**src/rtl/lsu_mem_stage_if.sv**
```systemverilog
// rtl/lsu_mem_stage_if.sv - memory request/acknowledge bus between the LSU and data memory
//
// Purpose : groups the single-outstanding req/ack memory bus of the load/store unit.
// Signals : mem_req   - request, held until ack or abort (master -> slave)
//           mem_we    - 1 = write
//           mem_addr  - word-aligned address
//           mem_wstrb - byte-lane write enables
//           mem_wdata - lane-replicated store data
//           mem_rdata - read data, valid while mem_ack=1 (slave -> master)
//           mem_ack   - request completes this cycle (slave -> master)
interface lsu_mem_stage_if;
    logic        mem_req;
    logic        mem_we;
    logic [31:0] mem_addr;
    logic [3:0]  mem_wstrb;
    logic [31:0] mem_wdata;
    logic [31:0] mem_rdata;
    logic        mem_ack;

    modport master (
        output mem_req, mem_we, mem_addr, mem_wstrb, mem_wdata,
        input  mem_rdata, mem_ack
    );

    modport slave (
        input  mem_req, mem_we, mem_addr, mem_wstrb, mem_wdata,
        output mem_rdata, mem_ack
    );
endinterface

```
**src/rtl/lsu_mem_stage.sv**
```systemverilog
// rtl/lsu_mem_stage.sv - RV32I load/store unit memory stage (IDLE/WAIT/RESP)
//
// Purpose : accepts one memory op from execute, checks width/alignment, runs one
//           req/ack transaction, and returns an extended load result, a store
//           completion, or an error pulse with cause and faulting address.
// Ports   : clk, rst          - clock, asynchronous active-high reset
//           ex_*_i / ex_ready_o - op from execute (accepted only in IDLE)
//           mem                - memory bus (master side)
//           wb_valid_o/wb_rd_o/wb_data_o - load writeback
//           st_done_o          - store completion pulse
//           err_o/err_cause_o/err_addr_o - abort pulse, 01 misaligned, 10 timeout, 11 illegal funct3
module lsu_mem_stage #(
    parameter int unsigned TIMEOUT_CYC = 255
) (
    input  logic        clk,
    input  logic        rst,
    input  logic        ex_valid_i,
    output logic        ex_ready_o,
    input  logic        ex_store_i,
    input  logic [2:0]  ex_funct3_i,
    input  logic [31:0] ex_addr_i,
    input  logic [31:0] ex_wdata_i,
    input  logic [4:0]  ex_rd_i,
    lsu_mem_stage_if.master mem,
    output logic        wb_valid_o,
    output logic [4:0]  wb_rd_o,
    output logic [31:0] wb_data_o,
    output logic        st_done_o,
    output logic        err_o,
    output logic [1:0]  err_cause_o,
    output logic [31:0] err_addr_o
);

    typedef enum logic [1:0] {
        S_IDLE = 2'd0,
        S_WAIT = 2'd1,
        S_RESP = 2'd2
    } state_t;

    typedef enum logic [1:0] {
        R_LOAD  = 2'd0,
        R_STORE = 2'd1,
        R_ERR   = 2'd2
    } resp_t;

    // Counter value on the last cycle mem_req may be held without ack.
    localparam logic [15:0] TO_LAST = 16'(TIMEOUT_CYC - 1);

    state_t      state_q, state_d;
    resp_t       resp_q, resp_d;
    logic        store_q, store_d;
    logic [2:0]  funct3_q, funct3_d;
    logic [31:0] addr_q, addr_d;
    logic [31:0] wdata_q, wdata_d;
    logic [4:0]  rd_q, rd_d;
    logic [15:0] cnt_q, cnt_d;
    logic [31:0] wb_data_q, wb_data_d;
    logic [4:0]  wb_rd_q, wb_rd_d;
    logic [31:0] err_addr_q, err_addr_d;
    logic [1:0]  err_cause_q, err_cause_d;

    logic        illegal;
    logic        misaligned;
    logic [31:0] rshift;
    logic [31:0] ld_ext;
    logic [3:0]  st_strb;
    logic [31:0] st_data;

    // 011/110/111 never legal; unsigned widths (100/101) only exist for loads.
    assign illegal    = (ex_funct3_i == 3'b011) ||
                        (ex_funct3_i[2] && (ex_funct3_i[1] || ex_store_i));
    assign misaligned = ((ex_funct3_i[1:0] == 2'b01) && ex_addr_i[0]) ||
                        ((ex_funct3_i == 3'b010) && (ex_addr_i[1:0] != 2'b00));

    // Lane extraction from the word returned by memory.
    assign rshift = mem.mem_rdata >> {addr_q[1:0], 3'b000};

    always_comb begin
        ld_ext = rshift;
        case (funct3_q)
            3'b000:  ld_ext = {{24{rshift[7]}}, rshift[7:0]};
            3'b001:  ld_ext = {{16{rshift[15]}}, rshift[15:0]};
            3'b100:  ld_ext = {24'd0, rshift[7:0]};
            3'b101:  ld_ext = {16'd0, rshift[15:0]};
            default: ld_ext = rshift;
        endcase
    end

    // Store lanes: data is replicated so the strobe alone selects the bytes.
    always_comb begin
        st_strb = 4'b1111;
        st_data = wdata_q;
        case (funct3_q[1:0])
            2'b00: begin
                st_strb = 4'b0001 << addr_q[1:0];
                st_data = {4{wdata_q[7:0]}};
            end
            2'b01: begin
                st_strb = 4'b0011 << addr_q[1:0];
                st_data = {2{wdata_q[15:0]}};
            end
            default: begin
                st_strb = 4'b1111;
                st_data = wdata_q;
            end
        endcase
    end

    always_comb begin
        state_d     = state_q;
        resp_d      = resp_q;
        store_d     = store_q;
        funct3_d    = funct3_q;
        addr_d      = addr_q;
        wdata_d     = wdata_q;
        rd_d        = rd_q;
        cnt_d       = cnt_q;
        wb_data_d   = wb_data_q;
        wb_rd_d     = wb_rd_q;
        err_addr_d  = err_addr_q;
        err_cause_d = err_cause_q;

        case (state_q)
            S_IDLE: begin
                if (ex_valid_i) begin
                    store_d  = ex_store_i;
                    funct3_d = ex_funct3_i;
                    addr_d   = ex_addr_i;
                    wdata_d  = ex_wdata_i;
                    rd_d     = ex_rd_i;
                    cnt_d    = 16'd0;
                    if (illegal) begin
                        state_d     = S_RESP;
                        resp_d      = R_ERR;
                        err_cause_d = 2'b11;
                        err_addr_d  = ex_addr_i;
                    end else if (misaligned) begin
                        state_d     = S_RESP;
                        resp_d      = R_ERR;
                        err_cause_d = 2'b01;
                        err_addr_d  = ex_addr_i;
                    end else begin
                        state_d = S_WAIT;
                    end
                end
            end
            S_WAIT: begin
                // Ack wins over a coincident timeout.
                if (mem.mem_ack) begin
                    state_d = S_RESP;
                    if (store_q) begin
                        resp_d = R_STORE;
                    end else begin
                        resp_d    = R_LOAD;
                        wb_data_d = ld_ext;
                        wb_rd_d   = rd_q;
                    end
                end else if ((TIMEOUT_CYC != 0) && (cnt_q == TO_LAST)) begin
                    state_d     = S_RESP;
                    resp_d      = R_ERR;
                    err_cause_d = 2'b10;
                    err_addr_d  = addr_q;
                end else begin
                    cnt_d = cnt_q + 16'd1;
                end
            end
            S_RESP: begin
                state_d = S_IDLE;
            end
            default: begin
                state_d = S_IDLE;
            end
        endcase
    end

    always_ff @(posedge clk or posedge rst) begin
        if (rst) begin
            state_q     <= S_IDLE;
            resp_q      <= R_LOAD;
            store_q     <= 1'b0;
            funct3_q    <= 3'd0;
            addr_q      <= 32'd0;
            wdata_q     <= 32'd0;
            rd_q        <= 5'd0;
            cnt_q       <= 16'd0;
            wb_data_q   <= 32'd0;
            wb_rd_q     <= 5'd0;
            err_addr_q  <= 32'd0;
            err_cause_q <= 2'd0;
        end else begin
            state_q     <= state_d;
            resp_q      <= resp_d;
            store_q     <= store_d;
            funct3_q    <= funct3_d;
            addr_q      <= addr_d;
            wdata_q     <= wdata_d;
            rd_q        <= rd_d;
            cnt_q       <= cnt_d;
            wb_data_q   <= wb_data_d;
            wb_rd_q     <= wb_rd_d;
            err_addr_q  <= err_addr_d;
            err_cause_q <= err_cause_d;
        end
    end

    // All strobes and bus fields decode from the state register, so an
    // asynchronous reset drops them immediately.
    assign ex_ready_o    = (state_q == S_IDLE);
    assign mem.mem_req   = (state_q == S_WAIT);
    assign mem.mem_we    = (state_q == S_WAIT) && store_q;
    assign mem.mem_addr  = (state_q == S_WAIT) ? {addr_q[31:2], 2'b00} : 32'd0;
    assign mem.mem_wstrb = ((state_q == S_WAIT) && store_q) ? st_strb : 4'd0;
    assign mem.mem_wdata = ((state_q == S_WAIT) && store_q) ? st_data : 32'd0;

    assign wb_valid_o  = (state_q == S_RESP) && (resp_q == R_LOAD);
    assign st_done_o   = (state_q == S_RESP) && (resp_q == R_STORE);
    assign err_o       = (state_q == S_RESP) && (resp_q == R_ERR);
    assign wb_rd_o     = wb_rd_q;
    assign wb_data_o   = wb_data_q;
    assign err_cause_o = err_cause_q;
    assign err_addr_o  = err_addr_q;

endmodule
```
**src/flat_wrapper.sv**
```systemverilog
// flat-port wrapper written by rule: the top's interface ports become plain ports
module lsu_mem_stage_flat 
#(
    parameter int unsigned TIMEOUT_CYC = 255
)
  (clk, rst, ex_valid_i, ex_ready_o, ex_store_i, ex_funct3_i, ex_addr_i, ex_wdata_i, ex_rd_i, wb_valid_o, wb_rd_o, wb_data_o, st_done_o, err_o, err_cause_o, err_addr_o, mem_mem_req, mem_mem_we, mem_mem_addr, mem_mem_wstrb, mem_mem_wdata, mem_mem_rdata, mem_mem_ack);
  lsu_mem_stage_if mem_i ();
  input  logic clk;
  input  logic rst;
  input  logic ex_valid_i;
  output logic ex_ready_o;
  input  logic ex_store_i;
  input  logic [2:0] ex_funct3_i;
  input  logic [31:0] ex_addr_i;
  input  logic [31:0] ex_wdata_i;
  input  logic [4:0] ex_rd_i;
  output logic wb_valid_o;
  output logic [4:0] wb_rd_o;
  output logic [31:0] wb_data_o;
  output logic st_done_o;
  output logic err_o;
  output logic [1:0] err_cause_o;
  output logic [31:0] err_addr_o;
  output wire logic [$bits(mem_i.mem_req)-1:0] mem_mem_req;
  output wire logic [$bits(mem_i.mem_we)-1:0] mem_mem_we;
  output wire logic [$bits(mem_i.mem_addr)-1:0] mem_mem_addr;
  output wire logic [$bits(mem_i.mem_wstrb)-1:0] mem_mem_wstrb;
  output wire logic [$bits(mem_i.mem_wdata)-1:0] mem_mem_wdata;
  input wire logic [$bits(mem_i.mem_rdata)-1:0] mem_mem_rdata;
  input wire logic [$bits(mem_i.mem_ack)-1:0] mem_mem_ack;
  assign mem_mem_req = mem_i.mem_req;
  assign mem_mem_we = mem_i.mem_we;
  assign mem_mem_addr = mem_i.mem_addr;
  assign mem_mem_wstrb = mem_i.mem_wstrb;
  assign mem_mem_wdata = mem_i.mem_wdata;
  assign mem_i.mem_rdata = mem_mem_rdata;
  assign mem_i.mem_ack = mem_mem_ack;
  lsu_mem_stage #(.TIMEOUT_CYC(TIMEOUT_CYC)) u_core (.clk(clk), .rst(rst), .ex_valid_i(ex_valid_i), .ex_ready_o(ex_ready_o), .ex_store_i(ex_store_i), .ex_funct3_i(ex_funct3_i), .ex_addr_i(ex_addr_i), .ex_wdata_i(ex_wdata_i), .ex_rd_i(ex_rd_i), .mem(mem_i), .wb_valid_o(wb_valid_o), .wb_rd_o(wb_rd_o), .wb_data_o(wb_data_o), .st_done_o(st_done_o), .err_o(err_o), .err_cause_o(err_cause_o), .err_addr_o(err_addr_o));
endmodule
```
**config.mk**
```make
export PLATFORM = sky130hd
export DESIGN_NAME = lsu_mem_stage_flat
export DESIGN_NICKNAME = d
export VERILOG_FILES = /design/src/rtl/lsu_mem_stage_if.sv /design/src/rtl/lsu_mem_stage.sv /design/src/flat_wrapper.sv
export SDC_FILE = /design/constraint.sdc
export NUM_CORES = 1
export LEC_CHECK = 0
export ABC_AREA = 1
export CAP_MARGIN = 20
export CORE_UTILIZATION = 44
export DETAILED_ROUTE_END_ITERATION = 16
export PLACE_DENSITY = 0.75
export REMOVE_ABC_BUFFERS = 1
export SLEW_MARGIN = 20
export SYNTH_ARGS = -nofsm -noshare
export SYNTH_HDL_FRONTEND = slang
export SYNTH_SLANG_ARGS = --single-unit
export TNS_END_PERCENT = 100
```
**constraint.sdc**
```tcl
create_clock -name clk -period 5.5 [get_ports clk]
set_input_delay 0.825 -clock clk [delete_from_list [all_inputs] [get_ports clk]]
set_output_delay 0.825 -clock clk [all_outputs]
set_load 0.02 [all_outputs]
```
After elaboration in Yosys (flattened, before gate mapping)
Index checks and enable logic that the tools add are counted.
Operators by class
  bitwise operators: 1
  equal/unequal tests: 18
  muxes and demuxes: 33
  reduce and logical (&&, ||, !) cells: 22
  shift-type cells: 3
  add/sub/neg operators: 1
Operators by type and width (count)
  $mux W32: 7
  $pmux W32 S2: 2
  $pmux W32 S4: 1
  $mux W16: 3
  $pmux W16 S2: 1
  $shr A32 B5 Y32: 1
  $mux W2: 13
  $add A16 B1 Y16 const B: 1
  $eq A16 B8 Y1 const B: 1
  $pmux W2 S2: 3
  $eq A2 B1 Y1 const B: 4
  $pmux W4 S2: 1
  $reduce_and A4 Y1: 2
  $logic_and A1 B1 Y1: 7
  $eq A3 B2 Y1 const B: 2
  $eq A3 B3 Y1 const B: 2
  $logic_not A2 Y1: 3
  $ne A2 B2 Y1 const B: 3
  $ne A3 B1 Y1 const B: 2
  $reduce_and A5 Y1: 1
  $eq A2 B2 Y1 const B: 2
  $mux W4: 1
  $reduce_and A2 Y1: 2
  $reduce_bool A2 Y1: 2
  9 further kinds: 11
Storage, ports and cells
  input port bits: 109
  output and inout bits: 145
  register bits after elaboration: 164
  logic and storage cells: 90

Longest topological paths before layout
Gate-level depths: netlist of the first run.
  depth in word-level cells: 7
  gate-level depth with buffers: 10
  mapped depth without buffers: 9

Least setup slack after synthesis of the first run
No wires, ideal clock.
  path type: register -> output
  from: register u_core.state_q[1]
  to: output mem_mem_wdata[15]
  path buffers: 2
  data required time: 4.675 ns
  cell stages (with the launch flop): 8
  slack: 3.128 ns
  data arrival time: 1.547 ns
  cells stage by stage: dfrtp_1 > nor2_1 > buf_4 > inv_2 > buf_6 > nor2_4 > inv_2 > a211oi_1
On the way
  cells in the longest elaborated chain, start to end: 3
Ends and longest elaborated chain
  start: declaration: line lsu_mem_stage.sv:49  | state_t state_q, state_d;
  start signal: assignment: line lsu_mem_stage.sv:191  | state_q <= state_d;
  $eq A2 B1 Y1: line lsu_mem_stage.sv:213  | assign mem.mem_wdata = ((state_q == S_WAIT) && store_q) ? st_data : 32'd0;
  $logic_and A1 B1 Y1: line lsu_mem_stage.sv:213
  $mux W32: line lsu_mem_stage.sv:213
  end: declaration: line flat_wrapper.sv:28  | output wire logic [$bits(mem_i.mem_wdata)-1:0] mem_mem_wdata;
Every way passes these cells.

Worst setup path in the final report of the first run
Same ends and word-level chain as after synthesis.

==> impl_metrics.csv, run 1 <==
group,metric,value,unit
critical_path,start_kind,"flop",
die,ios,254,
routing,drtIter0Drc,486,
logic_synthesis,syn_area_per_cell,7.786,sq um
clock_network,htreeDepth,4,
die,core_area,19400,sq um
critical_path,cp_data_required_time,4.68,ns
critical_path,cp_slowest_cell,"clkdlybuf4s50_1",
die,fp-row-count,51,
die,die_y,142.7,um
critical_path,path_cells,"nor2_4, buf_4, inv_2, nor2_4, inv_2, a211oi_1, clkdlybuf4s50_1",
sta,fin_crit_sh,0.7958,
routing,dr.pass1.iters,5,
layout,drive_gt1_frac,0.08569,
flow_run,maxCapViolCount,0,
routing,drt-total-wl,23960,um
sta,tns,0,ns
layout,final_cell_mix,"292 x nand2_1, 251 x clkdlybuf4s50_1, 164 x dfrtp_1, 133 x inv_1, 118 x nor2_1",
global_route,grt_overflow,0,
logic_synthesis,syn_inst,1118,
sta,whs,0.4691,ns
sta,timing.final.max_slew_violations,0,
hold_path,hp-class,"flop to flop",
pwr,internal-power,3381,uW
layout,diodes,0,
layout,final_common_cell,"nand2_1",
logic_synthesis,ys_seq_elements,164,
logic_synthesis,synth_area,8705,sq um
clock_network,cts.sinks,164,
global_route,grt_pass1_wl,38410,um
clock_network,cts_tree,"built",
critical_path,r2r_start,"u_core.state_q[0]",
logic_synthesis,yosysWarningCount,0,
routing,wl_per_cell,14.91,um
clock_network,cts-root-buf,"clkbuf_16",
critical_path,critPathMaxStageDelay,0.63,ns
placed_design,port_buffers,251,
routing,drc,0,
layout,syn2layout_area_growth,35.92,%
status,status,"finished, final reports clean",
critical_path,critPathCapture,"mem_mem_wdata[15]",
clock_network,clock_latency,0.42,ns
clock_network,clockBufferDepth,2,
sta,worst_pin_slew,1.069,ns
sta,rsz0062_at_grt,"false",
layout,nNetsFinal,1440,
clock_network,postCtsHoldBufs,0,
routing,via_count,7974,
global_route,grt_pass1_vias,7590,
pwr,power.share.clock,0.198,
die,die_w,142.7,um
critical_path,worstReg2RegEnd,"u_core.err_addr_o[17]",
pwr,leakagePower,0.005638,uW
critical_path,arrival,3.55,ns
critical_path,startpoint,"u_core.state_q[1]",
critical_path,cp_max_fo,47,
sta,fmaxAchievable,0.2285,GHz
pwr,pwr-share-seq,0.356,
sta,max_slew_margin,0.2850,
placed_design,gp_congestion,0.8202,
placed_design,hpwl,16280,um
sta,finalCriticalPeriod,4.377,ns
pwr,power.density,478.9,nW/um^2
pwr,vdd_drop_max,0.2878,mV
clock_network,post_cts_resized,0,
logic_synthesis,yosysSeqAreaShare,0.4715,
critical_path,critPathKind,"flop to output port",
pwr,p_sw,2285,uW
pwr,sw_frac_of_total,0.4033,
routing,route.antenna.remaining_nets,0,
clock_network,cts_setup_buffers,0,
layout,fin_area,11830,sq um
critical_path,worst_setup_path_end_kind,"output port",
critical_path,reg2reg_slack,2.62,ns
sta,finalHoldViolCount,0,
die,initial_core_util,0.4487,
sta,finalSetupViolCount,0,
clock_network,cts-buffers-inserted,17,
logic_synthesis,synth_cell_types,35,
placed_design,post_dp_cell_area,11280,sq um
sta,finClkSkew,0.007317,ns
die,die_area,20350,sq um
global_route,grt_max_degree,101,
critical_path,r2r_cells,8,
global_route,grt_antenna_before_repair,0,
global_route,grt_usage,0.2402,
routing,vias_per_cell,4.962,
pwr,combPwrFrac,0.446,
clock_network,clkTransAtPathRegs,0.07,ns
cell families after synthesis:
family,count (synthesis),synth area share
AOI/OAI and AO/OA,175,0.1262
xor gates and xnor gates,7,0.007043
adders and majority gates,2,0.002874
buffers and inverters,207,0.1009
DFF,164,0.4715
muxes,28,0.03622
other,1,0.0004308
and+or+nand+nor,534,0.2549
worst min-delay path by stage:
stage	startpoint	end	slack, ns	cells past startpoint
2_1_floorplan	u_core.rd_q[0]	u_core.wb_rd_o[0]	0.44	2
3_3_place_gp	u_core.rd_q[0]	u_core.wb_rd_o[0]	0.44	2
3_5_place_dp	u_core.rd_q[2]	u_core.wb_rd_o[2]	0.45	2
4_1_cts	u_core.rd_q[2]	u_core.wb_rd_o[2]	0.47	2
5_1_grt	u_core.rd_q[0]	u_core.wb_rd_o[0]	0.49	2
6_report	u_core.rd_q[2]	u_core.wb_rd_o[2]	0.47	2
Yosys cell counts:
master | number | area (sq um)
nand4_1 | 6 | 37.54
xor2_1 | 6 | 52.55
o21bai_1 | 33 | 247.7
nor2_2 | 3 | 18.77
o211ai_2 | 1 | 12.51
a211oi_1 | 1 | 7.510
o21ai_0 | 71 | 355.3
o22ai_1 | 1 | 6.260
nand2_2 | 2 | 12.51
a31oi_1 | 8 | 50.05
conb_1 | 1 | 3.750
buf_1 | 5 | 18.77
nor2_4 | 1 | 11.26
nand3_1 | 82 | 410.4
nor3_2 | 1 | 10.01
a21oi_1 | 38 | 190.2
buf_2 | 30 | 150.1
nor3_1 | 2 | 10.01
nor2_1 | 119 | 446.7
nand2_4 | 1 | 11.26
or2_2 | 23 | 143.9
inv_2 | 5 | 18.77
buf_4 | 7 | 52.55
nand2_1 | 293 | 1100
xnor2_1 | 1 | 8.760
buf_6 | 5 | 56.30
ha_1 | 2 | 25.02
and2_1 | 1 | 6.260
o21bai_4 | 1 | 18.77
dfrtp_1 | 164 | 4104
clkbuf_1 | 20 | 75.07
mux2_2 | 28 | 315.3
o221ai_2 | 7 | 105.1
o211ai_1 | 14 | 105.1
inv_1 | 135 | 506.7
metal layers:
metal	wire length [um]	GRT usage	vias up
li1	-	-	3952
met1	10410	0.3121	3729
met2	11520	0.4033	266
met3	1682	0.05231	27
met4	336	0.06621	0
met5	0	0	-
sequential cells by signal, indices dropped and copies added, names as in the netlist:
register            flops
u_core.funct3_q         3
u_core.wb_rd_o          5
u_core.rd_q             5
u_core.wb_data_o       32
u_core.addr_q          32
u_core.resp_q           2
u_core.store_q          1
u_core.cnt_q           16
u_core.err_addr_o      32
u_core.wdata_q         32
u_core.state_q          2
u_core.err_cause_o      2
worst max-delay path, delay by kind of cell, from the launching register on:
kind	cells	cell delay (ns)
and+or+nand+nor	2	0.59
AOI/OAI and AO/OA	1	0.26
DFF	1	0.44
buffers and inverters	4	1.82
area by class of cell:
| class | count | area, sq um |
|---|---|---|
| well taps | 265 | 331.6 |
| inverters | 140 | 530.5 |
| clock buffers | 20 | 456.7 |
| multi-input cells | 748 | 3746 |
| repair buffers | 258 | 2565 |
| flip-flops and latches | 164 | 4104 |
| clock inverters | 12 | 97.59 |
| fillers | 1751 | 7567 |
through the flow:
stage | setup slack, ns | cells | utilization | power, uW
2_1_floorplan | 0.2417 | 1052 | - | 3433
3_3_place_gp | 1.623 | 1575 | 0.5813 | 4515
3_5_place_dp | 1.550 | 1575 | 0.5813 | 4577
4_1_cts | 1.075 | 1607 | 0.6099 | 5718
5_1_grt | 0.9131 | 1607 | 0.6099 | 6050
6_report | 1.123 | 1607 | 0.6099 | 5666
power groups by stage:
stage | Combinational, uW | Sequential, uW | Clock [uW]
global route | 2770 | 2080 | 1200
floorplan | 1150 | 2290 | 0
finish | 2530 | 2020 | 1120
global placement | 2500 | 2010 | 0
CTS | 2550 | 2020 | 1150
detailed placement | 2550 | 2030 | 0
Power figures use the tool's default switching activity.
==> run 2, diff against run 1 <==
CORE_UTILIZATION = 48   (was 44)
PLACE_DENSITY = 0.78   (was 0.75)
clock period = 4.4 ns   (was 5.5 ns; I/O delays follow)
==> run 2 against run 1 <==
  * Clock power rose by 37%
  * Final cell count fell by 2.2%
  * Critical path depth fell by 2
  * Clock skew rose by 0.0025 ns
  * First-iteration DRC count rose by 18%
  * Global-route usage rose by 2.7 points
  * Sequential share of layout area fell by 0.14 points
  * Worst hold slack improved by 0.0051 ns
  * Non-clock buffer count rose by 5
  * Clock-buffer cell count fell by 2
  * Flip-flop and latch count did not move
  * Combinational power rose by 26%
  * Critical path type unchanged
  * Highest routed layer unchanged
==> impl_metrics.csv, run 2 (synthesis results as in run 1) <==
group,metric,value,unit
status,status,"finished, final reports clean",
clock_network,post_cts_resized,0,
layout,final_cell_mix,"292 x nand2_1, 251 x clkdlybuf4s50_1, 164 x dfrtp_1, 134 x inv_1, 118 x nor2_1",
routing,wl_per_cell,15.40,um
global_route,grt_max_degree,80,
die,ios,254,
sta,finalHoldViolCount,0,
critical_path,startpoint,"u_core.funct3_q[1]",
clock_network,postCtsHoldBufs,0,
layout,nNetsFinal,1445,
die,core_area,17480,sq um
sta,finClkSkew,0.009810,ns
routing,dr.pass1.iters,5,
routing,drt-total-wl,24210,um
pwr,power.density,609.4,nW/um^2
layout,fin_area,11880,sq um
hold_path,hp-class,"flop to flop",
pwr,leakagePower,0.005702,uW
layout,final_common_cell,"nand2_1",
critical_path,arrival,3.05,ns
clock_network,htreeDepth,4,
critical_path,start_kind,"flop",
global_route,grt_usage,0.2673,
sta,max_slew_margin,0.3139,
layout,drive_gt1_frac,0.08909,
layout,syn2layout_area_growth,36.47,%
clock_network,clkTransAtPathRegs,0.07,ns
routing,drc,0,
critical_path,cp_data_required_time,3.74,ns
hold_path,worstHoldStart,"u_core.err_addr_o[26]",
routing,via_count,8149,
clock_network,cts-root-buf,"clkbuf_16",
placed_design,post_dp_cell_area,11270,sq um
clock_network,cts_setup_buffers,0,
die,die_area,18680,sq um
flow_run,maxCapViolCount,0,
global_route,grt_antenna_before_repair,0,
critical_path,cp_max_fo,26,
clock_network,cts_tree,"built",
clock_network,clockBufferDepth,2,
global_route,grt_pass1_vias,7719,
sta,worst_pin_slew,1.026,ns
global_route,grt_pass1_wl,38920,um
routing,vias_per_cell,5.184,
placed_design,hpwl,16490,um
sta,fmaxAchievable,0.2698,GHz
die,die_w,136.7,um
critical_path,worst_setup_path_end_kind,"output port",
placed_design,gp_congestion,0.8470,
clock_network,clock_latency,0.43,ns
routing,route.antenna.remaining_nets,0,
layout,fillers,1447,
pwr,power,7239,uW
placed_design,port_buffers,251,
sta,finalSetupViolCount,0,
routing,drtIter0Drc,574,
sta,rsz0062_at_grt,"false",
layout,diodes,0,
global_route,grt_overflow,0,
die,die_y,136.7,um
critical_path,r2r_start,"u_core.funct3_q[1]",
die,initial_core_util,0.4981,
clock_network,cts-buffers-inserted,17,
sta,fin_crit_sh,0.8423,
clock_network,cts.sinks,164,
die,fp-row-count,48,
sta,finalCriticalPeriod,3.706,ns
pwr,vdd_drop_max,0.3564,mV
critical_path,critPathKind,"flop to output port",
sta,timing.final.max_slew_violations,0,
==> run 2: cell count changes in the layout (fill, tap and decap cells not counted), sizes merged <==
cell | before | now
buf | 7 | 12
clkinvlp | 5 | 2
bufinv | 0 | 2
clkbuf | 20 | 18
inv | 144 | 146
clkinv | 3 | 4
==> run 2: path summary, 6_finish.rpt <==
| path | cells after the start | slack (ns) | to |
|---|---|---|---|
| max | 5 | 0.69 | mem_mem_wdata[15] |
| min | 2 | 0.47 | u_core.err_addr_o[26] |
| max reg2reg | 7 | 1.69 | u_core.wb_data_o[15] |
| min reg2reg | 2 | 0.47 | u_core.err_addr_o[26] |
| max in group asynchronous | 3 | 2.82 | u_core.wdata_q[11] |
| min in group asynchronous | 2 | 0.74 | u_core.wb_data_o[12] |
==> run 2: per-layer routing <==
layer,global-route usage,vias to the layer above,share of wire
met2,0.4416,307,0.48
li1,-,3962,-
met5,0,-,0
met3,0.06370,39,0.077
met1,0.3409,3841,0.43
met4,0.09568,0,0.020
==> run 2: through the flow <==
stage,util,setup slack [ns],cells,setup TNS (ns),hold WS (ns)
final,0.6797,0.6937,1572,0,0.4742
after global routing,0.6797,0.4392,1572,0,0.4980
after CTS,0.6797,0.6838,1572,0,0.4760
after detailed placement,0.6450,1.157,1540,0,0.4584
after global placement,0.6450,1.268,1540,0,0.4452
after floorplan,-,-0.6933,1052,-123.82,0.4364
==> run 2: critical path: stages (launching register included) <==
cell	delay [ns]
dfrtp_1	0.66
inv_2	0.32
nand2_1	0.53
o22ai_1	0.20
a211oi_1	0.25
clkdlybuf4s50_1	0.65
==> run 2: area by class of cell <==
class,instances,area [sq um],share of cell area
Tap cell,225,281.5,0.02370
Clock buffer,18,439.2,0.03697
Sequential cell,164,4104,0.3455
Multi-Input combinational cell,748,3741,0.3149
Inverter,140,530.5,0.04466
Timing Repair Buffer,263,2615,0.2201
Clock inverter,14,167.7,0.01411
==> run 2: where the power goes <==
| part | internal [uW] | switching, uW |
|---|---|---|
| Combinational | 1360 | 1820 |
| Clock | 869 | 664 |
| Sequential | 2110 | 416 |
